==> config.mk <==
export PLATFORM = sky130hd
export DESIGN_NAME = lru_matrix_arb_lock
export DESIGN_NICKNAME = d
export VERILOG_FILES = /design/src/rtl/lru_matrix_arb_lock.sv
export SDC_FILE = /design/constraint.sdc
export NUM_CORES = 1
export LEC_CHECK = 0
export ABC_AREA = 1
export CAP_MARGIN = 20
export CORE_MARGIN = 1
export CORE_UTILIZATION = 50
export DETAILED_ROUTE_END_ITERATION = 10
export PLACE_DENSITY = 0.85
export SKIP_CTS_REPAIR_TIMING = 1
export SLEW_MARGIN = 30
export SYNTH_ARGS = -nofsm -noshare
export SYNTH_HDL_FRONTEND = slang
export SYNTH_SLANG_ARGS = --single-unit
==> constraint.sdc <==
create_clock -name clk -period 2.2 [get_ports clk]
set_clock_uncertainty 0.15 [all_clocks]
set_input_delay 0.66 -clock clk [delete_from_list [all_inputs] [get_ports clk]]
set_output_delay 0.66 -clock clk [all_outputs]
set_load 0.02 [all_outputs]
==> src/rtl/lru_matrix_arb_lock.sv <==
// Matrix-based LRU arbiter with a registered one-hot grant, multi-beat grant lock,
// back-to-back re-arbitration on release, and a runtime fixed-priority override.
module lru_matrix_arb_lock #(
  parameter int N       = 4,
  parameter bit LOCK_EN = 1'b1,
  localparam int IDXW   = $clog2(N)
) (
  input  logic            clk,
  input  logic            rst,
  input  logic [N-1:0]    req,
  input  logic            last,
  input  logic            ack,
  input  logic            fixed_pri,
  output logic [N-1:0]    gnt,
  output logic            gnt_valid,
  output logic [IDXW-1:0] gnt_idx
);

  typedef enum logic {IDLE, GRANT} state_t;

  state_t          state_reg, state_next;
  logic [N-1:0]    gnt_reg, gnt_next;
  logic [IDXW-1:0] idx_reg, idx_next;
  logic [N-1:0]    m_reg [N];
  logic [N-1:0]    m_arb [N];
  logic [N-1:0]    beats [N];
  logic [N-1:0]    win_lru, win_fix, win;
  logic [IDXW-1:0] win_idx;
  logic            release_beat;

  assign release_beat = (state_reg == GRANT) && ack && (last || !LOCK_EN);

  // Order used for arbitration: on release the served index drops to the bottom first.
  always_comb begin
    for (int i = 0; i < N; i++) begin
      m_arb[i] = m_reg[i];
    end
    if (release_beat && !fixed_pri) begin
      for (int i = 0; i < N; i++) begin
        for (int j = 0; j < N; j++) begin
          if (i != j) begin
            if (i == int'(idx_reg)) begin
              m_arb[i][j] = 1'b0;
            end else if (j == int'(idx_reg)) begin
              m_arb[i][j] = 1'b1;
            end
          end
        end
      end
    end
  end

  genvar gi, gj;
  generate
    for (gi = 0; gi < N; gi++) begin : g_row
      for (gj = 0; gj < N; gj++) begin : g_col
        if (gi == gj) begin : g_diag
          assign beats[gi][gj] = 1'b1;
        end else begin : g_off
          assign beats[gi][gj] = !req[gj] || m_arb[gi][gj];
        end
      end
      assign win_lru[gi] = req[gi] && (&beats[gi]);
    end
  endgenerate

  assign win_fix = req & (-req);
  assign win     = fixed_pri ? win_fix : win_lru;

  always_comb begin
    win_idx = '0;
    for (int i = 0; i < N; i++) begin
      if (win[i]) begin
        win_idx = IDXW'(i);
      end
    end
  end

  always_comb begin
    state_next = state_reg;
    gnt_next   = gnt_reg;
    idx_next   = idx_reg;
    case (state_reg)
      IDLE: begin
        if (|req) begin
          gnt_next   = win;
          idx_next   = win_idx;
          state_next = GRANT;
        end
      end
      GRANT: begin
        if (release_beat) begin
          if (|req) begin
            gnt_next = win;
            idx_next = win_idx;
          end else begin
            gnt_next   = '0;
            state_next = IDLE;
          end
        end
      end
      default: state_next = IDLE;
    endcase
  end

  always_ff @(posedge clk) begin
    if (rst) begin
      state_reg <= IDLE;
      gnt_reg   <= '0;
      idx_reg   <= '0;
      for (int i = 0; i < N; i++) begin
        for (int j = 0; j < N; j++) begin
          m_reg[i][j] <= (i < j);
        end
      end
    end else begin
      state_reg <= state_next;
      gnt_reg   <= gnt_next;
      idx_reg   <= idx_next;
      for (int i = 0; i < N; i++) begin
        m_reg[i] <= m_arb[i];
      end
    end
  end

  assign gnt       = gnt_reg;
  assign gnt_valid = |gnt_reg;
  assign gnt_idx   = idx_reg;

endmodule

==> out/metrics.yaml <==
yosysWarnings: 0
grt_pass1_vias: 1101
internal_power_uw: 515.8
die_h_um: 47.13
place_ws_ns: -0.2948
cts_sinks: 19
critPathKind: "in -> reg"
max_clock_freq_mhz: 451.7
seq_power_share: 0.483
power.switching_uw: 249.6
avgRoutedWirePerCell_um: 15.47
synth_area_sq_um: 1018
start_util: 0.5595
numCtsBuffers: 3
largest_reg_flops: 12
synth.area.top_cells: "dfxtp_1 (37%), nand2_1 (18%), nand3_1 (10%)"
yosysMostFrequentCell: "nand2_1"
grt_pass1_wl_um: 4954
setup_viol: 1
synth_edf_count: 0
clockBufferDepth: 2
hold_viol: 0
drive_gt1_frac: 0.2398
path_clk_slew_ns: 0.12
total_power_uw: 765.5
stdcell_area_sq_um: 1469
antenna_found_initial: 0
die_x_um: 47.13
comb_power_share: 0.272
outcome: "finished, violations left"
viasPerCell: 5.873
finalSetupTns_ns: -0.01372
yosysUniqueCellTypes: 24
placedCellCount: 215
yosys-top-cells-count: "nand2_1 (49), nand3_1 (21), dfxtp_1 (19)"
antenna_cells: 0
hpwl_um: 2178
failed_checks: "negative setup slack"
die_area_sq_um: 2221
drc: 0
synth-seq-cells: 19
drt_iter0_drc: 68
switching_share: 0.3261
min_period_ns: 2.214
finalNetCount: 206
crit_required_ns: 2.26
fin_cells: 221
syn_area_per_cell_sq_um: 6.657
track_usage: 0.3241
syn_to_final_growth_pct: 44.23
coreArea_sq_um: 1821
power.leakage_nw: 0.7328
gp_congestion: 0.8927
max_cap_violations: 0
worstSkewPairLatency_ns: 0.31
tritoncts: "built"
grt_max_degree: 15
fin_ws_ns: -0.01372
hold_path_class: "reg -> reg"
clockPowerShare: 0.245
period_share: 1.006
ys.flop_type: "dfxtp_1"
drt-total-wl_um: 3419
fill_cells: 123
cp-start-kind: "input port"
synth_area_leader_cell: "dfxtp_1"
power_density_nw_per_um2: 521.1
portBuffers: 15
vias: 1298
rows: 15
report.final.slew_viol_count: 0
first_pass_iters: 5
synth.net_count: 162
grt_overflow: 0
ant_nets: 0
synthArstFlopShare: 0
htreeDepth: 1
vdd_drop_max_uv: 466.4
cts-root-buf: "clkbuf_4"
worst_slew_margin_rel: 0.8221
tightest_slew_ns: 0.2641
crit_arrival_ns: 2.28
end_kind: "register"
ios: 16
cp_max_fo: 5
placed_area_sq_um: 1380
syn_inst: 153
synth_top_area_frac: 0.3735
seq_area_frac_synth: 0.3735
[logic make-up after synthesis]
| family | synth area share |
|---|---|
| compound gates | 0.1757 |
| flops | 0.3735 |
| simple gates | 0.3575 |
| buf+inv | 0.09336 |
[area by class of cell]
type                       instances  area [sq um]  area share
timing repair buffer              43         402.9      0.2743
sequential                        19         380.4      0.2589
tap                               25         31.28     0.02129
inverter                          18         67.56     0.04600
multi-input combinational        112         559.3      0.3807
clock inverter                     1         5.005    0.003407
clock buffer                       3         22.52     0.01533
[per-stage QoR]
step,hold slack [ns],util
after floorplan,0.3106,-
after detailed placement,0.3205,0.7581
after global routing,0.3792,0.8069
after CTS,0.3360,0.7732
final,0.3590,0.8069
after global placement,0.3160,0.7581
[per-layer routing]
metal,up-vias,part of all wire,global-route usage
li1,591,-,-
met1,592,0.37,0.4239
met2,89,0.48,0.5056
met3,26,0.091,0.06538
met4,0,0.052,0.1657
met5,-,0,0
[worst max-delay path, stage by stage]
cell	delay (ns)
clkdlybuf4s50_1	0.46
nor3_1	0.25
inv_1	0.07
nor2_1	0.15
inv_1	0.08
o21ai_2	0.17
inv_1	0.13
o21ai_0	0.26
a21oi_2	0.05
[worst paths after layout]
path | slack, ns | to | cells after the start | from
max | -0.01 | gnt[0] | 9 | req[2]
max reg2reg | 0.39 | gnt[0] | 10 | state_reg
min reg2reg | 0.36 | gnt[1] | 2 | gnt[1]
min | 0.36 | gnt[1] | 2 | gnt[1]
[power by group through the flow]
stage / clock network, mW / registers, mW / logic, mW
after floorplan: 0 / 0.385 / 0.0941
after global placement: 0 / 0.376 / 0.184
after detailed placement: 0 / 0.377 / 0.191
after CTS: 0.185 / 0.369 / 0.194
after global routing: 0.197 / 0.372 / 0.223
final: 0.188 / 0.370 / 0.208
[cells in the final DEF, fill, tap and decap left out, types with 2 or more instances in the layout]
cell,n
nand2_1,47
buf_4,26
nand3_1,21
dfxtp_1,19
inv_1,15
a21oi_1,11
clkdlybuf4s50_1,10
nor2_1,6
o211ai_1,6
dlymetal6s2s_1,5
nand2_2,4
o21ai_0,4
inv_2,3
clkbuf_4,3
o21a_1,2
o21ai_2,2
a21oi_2,2
(Power assumes the default switching activity.)
